<file path="config.mk">
export PLATFORM = sky130hd
export DESIGN_NAME = sweep_controller_flat
export DESIGN_NICKNAME = d
export VERILOG_FILES = /design/src/rtl/sweep_controller_if.sv /design/src/rtl/sweep_controller.sv /design/src/flat_wrapper.sv
export SDC_FILE = /design/constraint.sdc
export NUM_CORES = 1
export LEC_CHECK = 0
export CAP_MARGIN = 40
export CORE_MARGIN = 1
export CORE_UTILIZATION = 40
export DETAILED_ROUTE_END_ITERATION = 8
export GPL_TIMING_DRIVEN = 0
export PLACE_DENSITY_LB_ADDON = 0.3
export SLEW_MARGIN = 0
export SYNTH_ARGS = -nofsm -noshare
export SYNTH_HDL_FRONTEND = slang
export SYNTH_SLANG_ARGS = --single-unit
export TNS_END_PERCENT = 30
</file>
<file path="constraint.sdc">
create_clock -name clk -period 3.4 [get_ports clk]
set_clock_uncertainty 0.1 [all_clocks]
set_input_delay 1.02 -clock clk [delete_from_list [all_inputs] [get_ports clk]]
set_output_delay 1.02 -clock clk [all_outputs]
set_load 0.05 [all_outputs]
</file>
<file path="src/rtl/sweep_controller_if.sv">
// Strobe/status bundle between sweep_controller and the one-hot shift datapath.
// The pause line is present only when CTRL_PAUSE_EN is defined.
interface sweep_controller_if #(
    parameter int unsigned WIDTH = 8
);
    logic             start;
    logic             stop;
`ifdef CTRL_PAUSE_EN
    logic             pause;
`endif
    logic [WIDTH-1:0] count;
    logic             dp_done;
    logic             load;
    logic             shift_left;
    logic             shift_right;
    logic             busy;
    logic             finished;
    logic [7:0]       pass_cnt;

    // Controller side: drives the strobes and status.
    modport master (
`ifdef CTRL_PAUSE_EN
        input  pause,
`endif
        input  start, stop, count, dp_done,
        output load, shift_left, shift_right, busy, finished, pass_cnt
    );

    // Environment side: datapath plus whoever issues start/stop.
    modport slave (
`ifdef CTRL_PAUSE_EN
        output pause,
`endif
        output start, stop, count, dp_done,
        input  load, shift_left, shift_right, busy, finished, pass_cnt
    );
endinterface

</file>
<file path="src/rtl/sweep_controller.sv">
// Sweeps a one-hot datapath LSB->MSB->LSB at one strobe per TICK_DIV cycles.
// Optional feature macro: CTRL_PAUSE_EN (adds pause, which freezes stepping).
module sweep_controller #(
    parameter int unsigned WIDTH    = 8,
    parameter int unsigned TICK_DIV = 4,
    parameter int unsigned PASSES   = 2
) (
    input  logic               clk,
    input  logic               reset,
    sweep_controller_if.master bus
);
    localparam int unsigned       TICK_W      = $clog2(TICK_DIV);
    localparam logic [TICK_W-1:0] TICK_LAST   = TICK_W'(TICK_DIV - 1);
    localparam logic [7:0]        PASS_TARGET = 8'(PASSES);

    typedef enum logic [2:0] {
        ST_IDLE,
        ST_LOAD,
        ST_LEFT,
        ST_RIGHT,
        ST_FINISH
    } state_t;

    state_t            state_q, state_d;
    logic [TICK_W-1:0] tick_q, tick_d;
    logic [7:0]        pass_q, pass_d;
    logic              load_q, load_d;
    logic              shl_q, shl_d;
    logic              shr_q, shr_d;
    logic              fin_q, fin_d;
    logic              busy_q;
    logic              paused;
    logic              tick_end;
    logic [7:0]        pass_inc;

`ifdef CTRL_PAUSE_EN
    assign paused = bus.pause;
`else
    assign paused = 1'b0;
`endif

    // The tick counter holds cycles elapsed since the last strobe (load included).
    assign tick_end = (tick_q == TICK_LAST);
    assign pass_inc = pass_q + 8'd1;

    always_comb begin
        state_d = state_q;
        tick_d  = tick_q;
        pass_d  = pass_q;
        load_d  = 1'b0;
        shl_d   = 1'b0;
        shr_d   = 1'b0;
        fin_d   = 1'b0;
        case (state_q)
            ST_IDLE: begin
                if (bus.start) begin
                    state_d = ST_LOAD;
                    load_d  = 1'b1;
                    tick_d  = '0;
                    pass_d  = '0;
                end
            end
            ST_LOAD: begin
                if (bus.stop) begin
                    state_d = ST_IDLE;
                end else begin
                    state_d = ST_LEFT;
                    tick_d  = tick_q + TICK_W'(1);
                end
            end
            ST_LEFT, ST_RIGHT: begin
                if (bus.stop) begin
                    state_d = ST_IDLE;
                end else if (!paused) begin
                    tick_d = tick_end ? '0 : tick_q + TICK_W'(1);
                    // A datapath wrap means count is back at the LSB: resume climbing.
                    if (bus.dp_done) begin
                        state_d = ST_LEFT;
                    end else if (tick_end) begin
                        if (state_q == ST_LEFT) begin
                            if (bus.count[WIDTH-1]) begin
                                shr_d   = 1'b1;
                                state_d = ST_RIGHT;
                            end else begin
                                shl_d = 1'b1;
                            end
                        end else if (!bus.count[0]) begin
                            shr_d = 1'b1;
                        end else begin
                            pass_d = pass_inc;
                            if (PASSES != 0 && pass_inc == PASS_TARGET) begin
                                state_d = ST_FINISH;
                                fin_d   = 1'b1;
                            end else begin
                                shl_d   = 1'b1;
                                state_d = ST_LEFT;
                            end
                        end
                    end
                end
            end
            ST_FINISH: state_d = ST_IDLE;
            default:   state_d = ST_IDLE;
        endcase
    end

    always_ff @(posedge clk or posedge reset) begin
        if (reset) begin
            state_q <= ST_IDLE;
            tick_q  <= '0;
            pass_q  <= '0;
            load_q  <= 1'b0;
            shl_q   <= 1'b0;
            shr_q   <= 1'b0;
            fin_q   <= 1'b0;
            busy_q  <= 1'b0;
        end else begin
            state_q <= state_d;
            tick_q  <= tick_d;
            pass_q  <= pass_d;
            load_q  <= load_d;
            shl_q   <= shl_d;
            shr_q   <= shr_d;
            fin_q   <= fin_d;
            busy_q  <= (state_d != ST_IDLE);
        end
    end

    assign bus.load        = load_q;
    assign bus.shift_left  = shl_q;
    assign bus.shift_right = shr_q;
    assign bus.finished    = fin_q;
    assign bus.busy        = busy_q;
    assign bus.pass_cnt    = pass_q;
endmodule

</file>
<file path="src/flat_wrapper.sv">
// flat-port wrapper written by rule: the top's interface ports become plain ports
module sweep_controller_flat 
#(
    parameter int unsigned WIDTH    = 8,
    parameter int unsigned TICK_DIV = 4,
    parameter int unsigned PASSES   = 2
)
  (clk, reset, bus_start, bus_stop, bus_count, bus_dp_done, bus_load, bus_shift_left, bus_shift_right, bus_busy, bus_finished, bus_pass_cnt);
  sweep_controller_if #(.WIDTH(WIDTH)) bus_i ();
  input  logic clk;
  input  logic reset;
  input wire logic [$bits(bus_i.start)-1:0] bus_start;
  input wire logic [$bits(bus_i.stop)-1:0] bus_stop;
  input wire logic [$bits(bus_i.count)-1:0] bus_count;
  input wire logic [$bits(bus_i.dp_done)-1:0] bus_dp_done;
  output wire logic [$bits(bus_i.load)-1:0] bus_load;
  output wire logic [$bits(bus_i.shift_left)-1:0] bus_shift_left;
  output wire logic [$bits(bus_i.shift_right)-1:0] bus_shift_right;
  output wire logic [$bits(bus_i.busy)-1:0] bus_busy;
  output wire logic [$bits(bus_i.finished)-1:0] bus_finished;
  output wire logic [$bits(bus_i.pass_cnt)-1:0] bus_pass_cnt;
  assign bus_i.start = bus_start;
  assign bus_i.stop = bus_stop;
  assign bus_i.count = bus_count;
  assign bus_i.dp_done = bus_dp_done;
  assign bus_load = bus_i.load;
  assign bus_shift_left = bus_i.shift_left;
  assign bus_shift_right = bus_i.shift_right;
  assign bus_busy = bus_i.busy;
  assign bus_finished = bus_i.finished;
  assign bus_pass_cnt = bus_i.pass_cnt;
  sweep_controller #(.WIDTH(WIDTH), .TICK_DIV(TICK_DIV), .PASSES(PASSES)) u_core (.clk(clk), .reset(reset), .bus(bus_i));
endmodule
</file>
# ---- After elaboration in Yosys (flattened, before gate mapping)
# Cells that the tools add are included.
dict set report word_totals {
  ff_bits 18
  input_bits 13
  out_inout_bits 13
  word_cells 75
}
dict set report op_classes {
  addsub 2
  eq_ne 12
  muxes 46
  n_reduce_logical 7
}
# cell n
set op_table {}
lappend op_table {{two-way mux 8 bit} 6}
lappend op_table {{two-way mux 1 bit} 24}
lappend op_table {{two-way mux 3 bit} 8}
lappend op_table {{one-hot mux 8 bit (2 select lines)} 1}
lappend op_table {{inequality test 2 bit, second input constant} 6}
lappend op_table {{two-way mux 2 bit} 5}
lappend op_table {{one-hot mux 3 bit (3 select lines)} 1}
lappend op_table {{adder 8 x 1 -> 8 bit, second input constant} 1}
lappend op_table {{equality test 8 x 2 -> 1 bit, second input constant} 1}
lappend op_table {{AND reduction 7 bit} 1}
lappend op_table {{equality test 3 x 2 -> 1 bit, second input constant} 2}
lappend op_table {{one-hot mux 2 bit (3 select lines)} 1}
lappend op_table {{nonzero test 3 bit} 2}
lappend op_table {{AND reduction 4 bit} 1}
lappend op_table {{equality test 3 x 1 -> 1 bit, second input constant} 1}
lappend op_table {{zero test 3 bit} 1}
lappend op_table {{adder 2 x 1 -> 2 bit, second input constant} 1}
lappend op_table {{equality test 2 bit, second input constant} 1}
lappend op_table {{inequality test 2 x 1 -> 1 bit, second input constant} 1}
lappend op_table {{nonzero test 2 bit} 1}
lappend op_table {{OR reduction 2 bit} 1}

# ---- Longest topological paths before layout
# Gate-level depths: netlist of run 1.
dict set report depth {
  depth_word 10
  mapped_depth 6
  ltp_nobuf 6
}

# ---- Worst setup path before layout of run 1
# OpenSTA, ideal clock, no wires.
dict set report synth_timing {
  path_kind {reg-to-reg}
  startpoint {reg u_core.pass_q[0], in the netlist u_core.bus.pass_cnt[0]}
  endpoint {reg u_core.fin_q, in the netlist u_core.bus.finished}
  setup_time_ns 0.088
  arrival_time_ns 2.070
  required_ns 3.212
  path_slack_ns 1.142
  stages_incl_launch_ff 7
  path_buffers 0
  period_less_slack_ns 2.258
  path_cell_list {dfrtp_1 > ha_1 > and3_4 > and3_4 > or3_1 > a211oi_2 > nor3b_1}
}
dict set report synth_between {
  elab_chain_cells 9
}
# element line_no
set synth_rtl {}
lappend synth_rtl {{from (decl)} sweep_controller.sv:26} ;# logic [7:0] pass_q, pass_d;
lappend synth_rtl {{from (signal assigned)} sweep_controller.sv:120} ;# pass_q <= pass_d;
lappend synth_rtl {{adder 8 x 1 -> 8 bit} sweep_controller.sv:44} ;# assign pass_inc = pass_q + 8'd1;
lappend synth_rtl {{equality test 8 x 2 -> 1 bit} sweep_controller.sv:91} ;# if (PASSES != 0 && pass_inc == PASS_TARGET) begin
lappend synth_rtl {{two-way mux 1 bit} sweep_controller.sv:91}
lappend synth_rtl {{two-way mux 1 bit} sweep_controller.sv:87} ;# end else if (!bus.count[0]) begin
lappend synth_rtl {{two-way mux 1 bit} sweep_controller.sv:80} ;# if (state_q == ST_LEFT) begin
lappend synth_rtl {{two-way mux 1 bit} sweep_controller.sv:79} ;# end else if (tick_end) begin
lappend synth_rtl {{two-way mux 1 bit} sweep_controller.sv:77} ;# if (bus.dp_done) begin
lappend synth_rtl {{two-way mux 1 bit} sweep_controller.sv:72} ;# if (bus.stop) begin
lappend synth_rtl {{two-way mux 1 bit} sweep_controller.sv:54} ;# case (state_q)
lappend synth_rtl {{via u_core.fin_d} sweep_controller.sv:30} ;# logic fin_q, fin_d;
lappend synth_rtl {{to (signal assigned)} sweep_controller.sv:124} ;# fin_q <= fin_d;
lappend synth_rtl {{to (decl)} sweep_controller.sv:30}
# The timed path passes the listed nets, and every way through them passes these cells.
# A chain may end at the register's enable or synchronous reset.

# ---- Worst setup path after layout of run 1
dict set report layout_timing {
  startpoint {reg u_core.pass_q[5], in the netlist u_core.bus.pass_cnt[5]}
  endpoint {out bus_pass_cnt[5]}
}
# element line_no
set layout_lines {}
lappend layout_lines {{to (decl)} flat_wrapper.sv:21} ;# output wire logic [$bits(bus_i.pass_cnt)-1:0] bus_pass_cnt;
# No word-level cell between the ends.

==> impl_results.md, run 1 <==
- Top delay family on crit path: buffers and inverters
- Area leader, netlist: dfrtp_1
- Post-synth top cells: dfrtp_1 (18), nand2_1 (12), o21ai_0 (11)
- Final setup TNS: 0 ns
- Post-synthesis mux area share: 0.0116
- # nets final: roughly 150
- Layout area overhead: 25.4%
- Worst EP required: about 2.3 ns
- Syn nets: approximately 120
- Drt wl/cell: about 13 um
- Post-synth cell types: 36
- Clock Root Buffer: clkbuf_4
- Clock tree buffer depth: 2
- DRT iter0 DRCs: 5
- Global route overflow: 0
- Dpl cells: about 150
- Die width: roughly 51 um
- Rows: 17
- Hpwl dp: approximately 1500 um
- Initial antenna violation count: 0
- Post-cts repair resize count: 0
- Total CTS buffers: 3
- Largest family of logic cells by synthesized area: simple AND/OR/NAND/NOR gates
- H-tree levels: 1
- Worst slew pin tran: 0.683 ns
- Yosys top cell area share: 0.462
- Post-Route WL: about 2000 um
- Pwr Density: ~420 nW/um^2
- IO Port Bufs: 19
- Synth area leaders: dfrtp_1 (46%), o21ai_0 (5.6%), nand2_1 (4.6%)
- Post-DRT Antenna Nets: 0
- Setup CP Type: register to primary output
- Share of post-route cells with drive strength above 1: 0.0630
- Area fraction in compound gates after synthesis: 0.184
- Diode count: 0
- WP buf/inv: 1
- Final Cycle Share: 0.813
- Clock transition at path regs: approximately 0.09 ns
- Via-to-Cell Ratio: 5.47
- Fmax: roughly 360 MHz
- Nature of the critical path endpoint: primary output
- Number of synthesized register bits: 18
- Die height: approximately 51 um
- Mean Syn Cell Area: between 9 and 10 sq um
- Setup violators final: 0
- Min Tclk post-route: 2.76 ns
- DR vias: ~850
- Synth Instances: 105
- First-pass GRT wire length: between 3000 and 4000 um
- Die area: around 2600 sq um
- Largest net degree at the start of global routing: 19
- Count leader, synth: dfrtp_1
- Core box area: between 2000 and 2500 sq um
- Final slew viol count: 0
- Drt first pass iters: 4
- Max_slew headroom: 0.544
- Ys Warns: 0
- R2R setup slack: 1.18 ns
- Post-Synth Simple-Gate Area: 0.263
- Global placement routability congestion: just under 0.9
- Synth Area in XOR/XNOR: 0.0180
- Max_cap viols: 0
- CP Max Fanout: 8
- Final Cell Area: roughly 1200 sq um
- Startpoint types: register
- Final count of hold timing violations: 0
- Max stage delay cell, worst path: clkdlybuf4s50_1
- P_leak: ~0.5 nW
- Synth Area in Adders: 0.0385
- GRT Resource Usage Total: 0.183
- Post-synth top flop: dfrtp_1
- Initial Util: 0.432
- Top Ports: 26
- Placed Area: ~1200 sq um
- Status: finished, final reports clean
- Setup Fix Bufs, Post-CTS: 0
- RSZ-0062 raised after global routing: false
- Number of synthesized flops with an enable pin: 0
- Worst min path class: register to register
- Worst-Skew Late Latency: approximately 0.3 ns
- Clock Sinks: 18
- Maximum vdd drop: a little under 0.0003 V
- Crit path arrival time: approximately 1.6 ns
- Crit-path cells: clkdlybuf4s50_1
- Cell Area, Synth: a little under 1000 sq um
- DRC Markers: 0
- Final std cells w/o fill: 155
- Hold WS: 0.446 ns
- Vias in the first global route: about 800
- Ys async rst share: 1.00
- Seq/Total Area, Yosys: 0.462
- Crit-path max cell delay: about 0.86 ns
- CTS tree: built
- CTS hold repair buffers: 0
cell usage in the layout, fill, tap and decap left out, types with 2 or more instances in the layout:
master,count
dfrtp_1,18
nand2_1,12
nor2_1,9
a211oi_1,2
nand2b_1,3
a21oi_1,4
clkbuf_4,3
a211o_1,2
or3_1,2
o211ai_1,2
clkbuf_1,3
and3_4,2
inv_1,3
clkdlybuf4s50_1,19
nor3b_1,3
nand4_1,3
nand3_1,3
o21ai_0,11
ha_1,3
nor2b_1,2
power breakdown:
part	internal (mW)	switching (mW)	total [mW]
clock	0.0413	0.0663	0.108
combinational	0.0579	0.0883	0.146
sequential	0.237	0.0219	0.259
routing by layer:
layer  share of wire  track usage  wire (um)
met1            0.46        0.219        939
met2            0.48        0.305        969
met3           0.039       0.0268         79
met4           0.019        0.113         38
met5               0            0          0
state kept, by name, indices dropped and copies added (netlist names):
name / cells
u_core.tick_q: 2
u_core.bus.finished: 1
u_core.bus.shift_right: 1
u_core.bus.pass_cnt: 8
u_core.bus.busy: 1
u_core.state_q: 3
u_core.bus.shift_left: 1
u_core.bus.load: 1
cell families after synthesis:
kind of cell,Yosys count
mux,1
buf+inv,6
simple gates,47
compound gates,28
xor+xnor,2
flops,18
fa+ha+maj,3
final timing paths:
kind / start / depth (start not counted) / end
worst min register to register: u_core.tick_q[1] / 2 / u_core.tick_q[1]
min in group asynchronous: reset / 2 / u_core.bus.pass_cnt[1]
max in group asynchronous: reset / 2 / u_core.state_q[0]
worst min-delay path: u_core.tick_q[1] / 2 / u_core.tick_q[1]
worst max register to register: u_core.bus.pass_cnt[0] / 6 / u_core.state_q[2]
worst max-delay path: u_core.bus.pass_cnt[5] / 1 / bus_pass_cnt[5]
per-stage QoR:
stage	power, mW	setup WS (ns)	utilization
detailed placement	0.411	0.578	0.532
CTS	0.517	0.637	0.542
finish	0.513	0.637	0.542
floorplan	0.361	1.14	-
global route	0.543	0.578	0.542
global placement	0.404	0.627	0.532
layout make-up:
class	instances	area [sq um]
tap	28	35.0
sequential	18	450
buffer	3	11.3
fill	238	1030
inverter	3	11.3
timing repair buffer	19	190
clock buffer	3	22.5
multi-input combinational	81	502
No activity file was read; power rests on OpenSTA's default activity.
==> run 2: changes to the inputs <==
- clock period: 3.4 -> 2.4 ns (I/O delays scaled with it)
==> run 2 against run 1 <==
Net effect:
- wire length barely moved
- global-route usage decreased by 0.19 points
- clock-buffer cell count stayed put
- hold slack did not move
- design area shrank 0.41%
- first-iteration DRC count unchanged
- via count stayed put
- critical path depth is the same
- cell count is the same
- non-clock buffer count stayed put
- sequential power increased by 41%
- critical path type unchanged
==> impl_results.md, run 2 (synthesis results as in run 1) <==
- Global route overflow: 0 (unchanged)
- DR vias: 848 (unchanged)
- Hpwl dp: 1510 um (unchanged)
- Comb pwr share: 0.280 (was 0.285)
- IO Port Bufs: 19 (unchanged)
- Die width: 51.4 um (unchanged)
- Status: finished, final reports clean (unchanged)
- Post-DRT Antenna Nets: 0 (unchanged)
- Die height: 51.4 um (unchanged)
- Min Tclk post-route: roughly 2.3 ns
- Via-to-Cell Ratio: 5.47 (unchanged)
- Rows: 17 (unchanged)
- Share of post-route cells with drive strength above 1: 0.0630 (unchanged)
- Switching pwr: 0.249 mW (was 0.176 mW)
- Net Sw Frac: 0.346 (was 0.344)
- Die area: 2640 sq um (unchanged)
- Top delay family on crit path: buffers and inverters (unchanged)
- Core box area: 2250 sq um (unchanged)
- Worst-Skew Late Latency: 0.30 ns (about the same)
- Fillers: 238 (unchanged)
- H-tree levels: 1 (unchanged)
- Reg power frac: 0.509 (was 0.505)
- DRT iter0 DRCs: 5 (unchanged)
- Final Cycle Share: 0.945
- Setup CP Type: register to primary output (unchanged)
- Max reg flops: 8 (unchanged)
- Met1 Use GR: 0.213 (was 0.219)
- Initial antenna violation count: 0 (unchanged)
- Crit path arrival time: 1.45 ns (was 1.64 ns)
- Setup violators final: 0 (unchanged)
- Startpoint types: register (unchanged)
- # nets final: 145 (unchanged)
- Max_cap viols: 0 (unchanged)
- Clock Sinks: 18 (unchanged)
- Post-Route WL: 2030 um (about the same)
- CP Max Fanout: 2 (was 8)
- Peak-usage layer in the global routing report: met2 (unchanged)
- Initial Util: 0.432 (unchanged)
- CTS hold repair buffers: 0 (unchanged)
- Worst EP required: 1.58 ns (was 2.28 ns)
- First-pass GRT wire length: 3480 um (was 3520 um)
- P_leak: 0.546 nW (was 0.499 nW)
- Max_slew headroom: 0.543 (was 0.544)
- Most frequent cells in the layout: dfrtp_1 (18), nand2_1 (12), clkdlybuf4s50_1 (12), o21ai_0 (11), nor2_1 (9) (was clkdlybuf4s50_1 (19), dfrtp_1 (18), nand2_1 (12), o21ai_0 (11), nor2_1 (9))
- Pwr Density: 591 nW/um^2 (was 419 nW/um^2)
- Internal power: 0.470 mW (was 0.336 mW)
- Most common cell after layout, fill and taps aside: dfrtp_1 (was clkdlybuf4s50_1)
- Clock transition at path regs: 0.09 ns (about the same)
- Final slew viol count: 0 (unchanged)
- R2R setup slack: 0.18 ns (was 1.18 ns)
- Clock network power share: 0.211 (was 0.210)
- Worst slew pin tran: 0.685 ns (was 0.683 ns)
- Layout area overhead: 24.9% (was 25.4%)
- Final count of hold timing violations: 0 (unchanged)
- Setup ws final: 0.133 ns (was 0.637 ns)
- WP buf/inv: 1 (unchanged)
- GRT Resource Usage Total: 0.181 (was 0.183)
- Global placement routability congestion: 0.865 (unchanged)
- Clock tree buffer depth: 2 (unchanged)
- Top Ports: 26 (unchanged)
- Worst min path class: register to register (unchanged)
- Max stage delay cell, worst path: clkdlybuf4s50_1 (unchanged)
- Drt wl/cell: 13.1 um (about the same)
- Largest net degree at the start of global routing: 19 (unchanged)
- Crit-path cells: clkdlybuf4s50_1 (unchanged)
- RSZ-0062 raised after global routing: false (unchanged)
- Vias in the first global route: 803 (was 821)
- Met3 global-route usage: 0.0268 (unchanged)
- Core Util, Final: 0.540 (was 0.542)
- Drt first pass iters: 4 (unchanged)
- Grt met2 use: 0.305 (unchanged)
- DRC Markers: 0 (unchanged)
- CTS tree: built (unchanged)
- Diode count: 0 (unchanged)
- Total CTS buffers: 3 (unchanged)
- Fmax: roughly 440 MHz
- Setup Fix Bufs, Post-CTS: 0 (unchanged)
- Pre-CTS WS: -0.122 ns (was 0.578 ns)
- Maximum vdd drop: 0.000402 V (was 0.000290 V)
- Clock Root Buffer: clkbuf_4 (unchanged)
- Crit-path max cell delay: 0.80 ns (was 0.86 ns)
- Nature of the critical path endpoint: primary output (unchanged)
==> run 2: cell types whose count changed in the layout (fill, tap and decap cells not counted) <==
| cell | before | now |
|---|---|---|
| dlygate4sd2_1 | 0 | 6 |
| clkdlybuf4s50_1 | 19 | 12 |
| dlymetal6s2s_1 | 0 | 1 |
==> run 2: worst reg2reg max path, stage by stage (launching register included) <==
cell,delay [ns]
dfrtp_1,0.45
ha_1,0.29
and3_4,0.20
and3_4,0.18
or3_1,0.32
a211oi_2,0.34
nor3b_1,0.24
==> run 2: cell type report <==
class	instances	area [sq um]	share of cell area
Multi-Input combinational cell	81	502	0.412
Sequential cell	18	450	0.370
Timing Repair Buffer	19	185	0.152
Tap cell	28	35.0	0.0288
Clock buffer	3	22.5	0.0185
Buffer	3	11.3	0.00925
Inverter	3	11.3	0.00925
==> run 2: what timing repair did <==
item / in CTS / in global routing
cloned: 0 / 0
resized for setup: 6 / 1
setup endpoints to repair: 6 / 1
==> run 2: stage by stage <==
stage	cells	instance area [sq um]	total power, mW	setup TNS, ns	hold slack [ns]
2_1_floorplan	105	975	0.511	0	0.374
3_3_place_gp	152	1200	0.572	-0.140	0.403
3_5_place_dp	152	1200	0.582	-0.313	0.423
4_1_cts	155	1210	0.726	0	0.445
5_1_grt	155	1220	0.763	0	0.486
6_report	155	1220	0.719	0	0.446
==> run 2: final timing paths <==
check,to,cells past startpoint,from
max,bus_pass_cnt[4],1,u_core.bus.pass_cnt[4]
min,u_core.tick_q[1],2,u_core.tick_q[1]
max reg2reg,u_core.state_q[2],6,u_core.bus.pass_cnt[0]
min reg2reg,u_core.tick_q[1],2,u_core.tick_q[1]
max in group asynchronous,u_core.state_q[0],2,reset
min in group asynchronous,u_core.bus.pass_cnt[1],2,reset
==> run 2: per-layer routing <==
metal / up-vias / part of all wire / wire length [um]
met5: - / 0 / 0
met4: 0 / 0.019 / 38
met2: 14 / 0.48 / 982
met3: 4 / 0.042 / 86
li1: 428 / - / -
met1: 402 / 0.45 / 920
==> run 2: power groups by stage <==
stage	combinational (mW)	sequential (mW)	clock (mW)
after global placement	0.203	0.370	0
after detailed placement	0.210	0.372	0
after global routing	0.222	0.373	0.167
final	0.201	0.366	0.152
after floorplan	0.0964	0.415	0
after CTS	0.203	0.367	0.156
==> RTL edit (settings of run 2) <==
Re-encode `state_t` (5 states) as one-hot, 5 bits wide.
--- a/src/rtl/sweep_controller.sv
+++ b/src/rtl/sweep_controller.sv
@@ -14,10 +14,10 @@
     localparam logic [7:0]        PASS_TARGET = 8'(PASSES);
 
-    typedef enum logic [2:0] {
-        ST_IDLE,
-        ST_LOAD,
-        ST_LEFT,
-        ST_RIGHT,
-        ST_FINISH
+    typedef enum logic [4:0] {
+        ST_IDLE   = 5'b00001,
+        ST_LOAD   = 5'b00010,
+        ST_LEFT   = 5'b00100,
+        ST_RIGHT  = 5'b01000,
+        ST_FINISH = 5'b10000
     } state_t;
 
Check against the original RTL: no difference found for any inputs over 10 cycles, from zero or initial values and one cycle with reset high; not proved beyond that.
==> RTL edit against run 2 <==
  * Hold slack worse by 0.019 ns
  * Fmax is 1.9% lower
  * Sequential cell count rose by 2
  * Wire length is 25% higher
  * Setup slack got worse by 0.043 ns
  * Power is 8.6% higher
  * Area after synthesis increased by 18%
  * Cell area increased by 17%
  * Critical endpoint unchanged
  * Largest power group unchanged
==> RTL edit: results (changes against run 2) <==
worst_setup_path:
  critical-path-max-stage-delay_ns: 0.80  # about the same
  critical_path_arrival_ns: 1.49  # was 1.45 ns
  path_delay_family: "buffers and inverters"  # unchanged
  crit_path_top_delay_cell: "clkdlybuf4s50_1"  # unchanged
  path_max_fanout: 2  # unchanged
placement:
  pre_cts_ws_ns: -0.152  # was -0.122 ns
  io_buffer_count: 19  # unchanged
  placed_area_um2: 1380  # was 1200 µm²
  dpl.hpwl_mm: 1.76  # was 1.51 mm
  gp_congestion: 0.928  # was 0.865
outcome:
  outcome: "completed"  # unchanged
pwr:
  power_switching_mw: 0.203  # was 0.249 mW
  irDropWorstVdd_uv: 479  # was 402 µV
  p_leak_nw: 0.631  # was 0.546 nW
routing:
  dr.pass1.iters: 4  # unchanged
  num_vias: 1007  # was 848
  first_iter_violations: 40  # was 5
  wl_mm: 2.54  # was 2.03 mm
yosys:
  yosysSeqAreaShare: 0.438  # was 0.462
  synth_commonest_cells: "dfrtp_1, nor2_1, nand2_1, o21ai_0, a21oi_1"  # was dfrtp_1, nand2_1, o21ai_0
  synth_nets: 139  # was 121
  yosys-top-cells-area: "dfrtp_1, o21ai_0, nor2_1, ha_1, nand2_1"  # was dfrtp_1, o21ai_0, nand2_1, ha_1, nor2_1
  synth_top_flop_cell: "dfrtp_1"  # unchanged
  synth-async-reset-ratio: 1.00  # unchanged
  yosys_warnings: 0  # unchanged
  synth_top_cell_area_share: 0.415  # was 0.462
  synth_cell_types: 42  # was 36
clocking:
  hold_buffers: 0  # unchanged
  htreeDepth: 1  # unchanged
  clock_path_buffers: 2  # unchanged
  cts_root_buffer: "clkbuf_4"  # unchanged
  clock_latency_ns: 0.31
  post_cts_buffers: 0  # unchanged
  numCtsBuffers: 3  # unchanged
  path_clk_slew_ns: 0.13  # was 0.09 ns
global_routing:
  antenna_found_initial: 0  # unchanged
  grt_max_degree: 21  # was 19
  grt_pass1_wl_mm: 4.28  # was 3.48 mm
  grt_use_total: 0.177  # was 0.181
layout:
  nets: 163  # was 145
  layout-drive-gt1-share: 0.116  # was 0.0630
  antenna_cells: 0  # unchanged
  largest_register_ff_count: 8  # unchanged
timing:
  tightest_slew_ns: 0.741  # was 0.685 ns
min_path:
  hold_path_class: "register to register"  # unchanged
==> RTL edit: what timing repair did <==
item                                    4_1_cts  5_1_grt
gates resized for setup                       5        2
endpoints found under the setup margin        5        4
pin swaps                                     0        0
==> RTL edit: logic make-up after synthesis <==
logic type | Yosys count | share of synthesized area
multiplexers | 2 | 0.0196
buffers and inverters | 11 | 0.0448
flip-flops | 20 | 0.438
XOR/XNOR | 6 | 0.0459
adder cells (fa/ha/maj) | 3 | 0.0328
AO/OA/AOI/OAI | 30 | 0.171
AND/OR/NAND/NOR | 51 | 0.248
==> RTL edit: path summary, 6_finish.rpt <==
kind                                        start                endpoint  slack [ns]  cells past startpoint
max                        u_core.bus.pass_cnt[4]         bus_pass_cnt[4]        0.09                      1
min                              u_core.tick_q[1]        u_core.tick_q[1]        0.43                      1
max reg2reg                     u_core.state_q[4]  u_core.bus.pass_cnt[5]        0.27                      6
min reg2reg                      u_core.tick_q[1]        u_core.tick_q[1]        0.43                      1
max in group asynchronous                   reset  u_core.bus.pass_cnt[0]        1.00                      2
min in group asynchronous                   reset  u_core.bus.pass_cnt[4]        0.72                      2
==> RTL edit: cell type report <==
cell class,instances,area (µm²)
Clock inverter,1,30.0
Fill cell,250,1300
Timing Repair Buffer,19,186
Multi-Input combinational cell,92,599
Tap cell,31,38.8
Clock buffer,3,22.5
Sequential cell,20,502
Buffer,7,36.3
Inverter,4,15.0
==> RTL edit: power by group through the flow <==
stage          Clock, mW  Sequential (mW)  Combinational, mW
2_1_floorplan          0            0.398             0.0642
3_3_place_gp           0            0.378              0.126
3_5_place_dp           0            0.380              0.128
4_1_cts            0.288            0.374              0.129
5_1_grt            0.304            0.376              0.141
6_report           0.278            0.373              0.129
==> RTL edit: metal layers <==
metal	wire, µm	global-route usage	up-vias
li1	-	-	488
met1	1140	0.219	484
met2	1230	0.287	33
met3	152	0.0585	2
met4	15	0.0679	0
met5	0	0	-
==> RTL edit: per-stage QoR <==
step                hold WS, ns   util  TNS, ns  instances
finish                    0.427  0.523        0        177
global route              0.452  0.523        0        177
CTS                       0.435  0.520        0        177
detailed placement        0.409  0.503   -0.576        173
global placement          0.397  0.503   -0.457        173
floorplan                 0.385      -        0        123
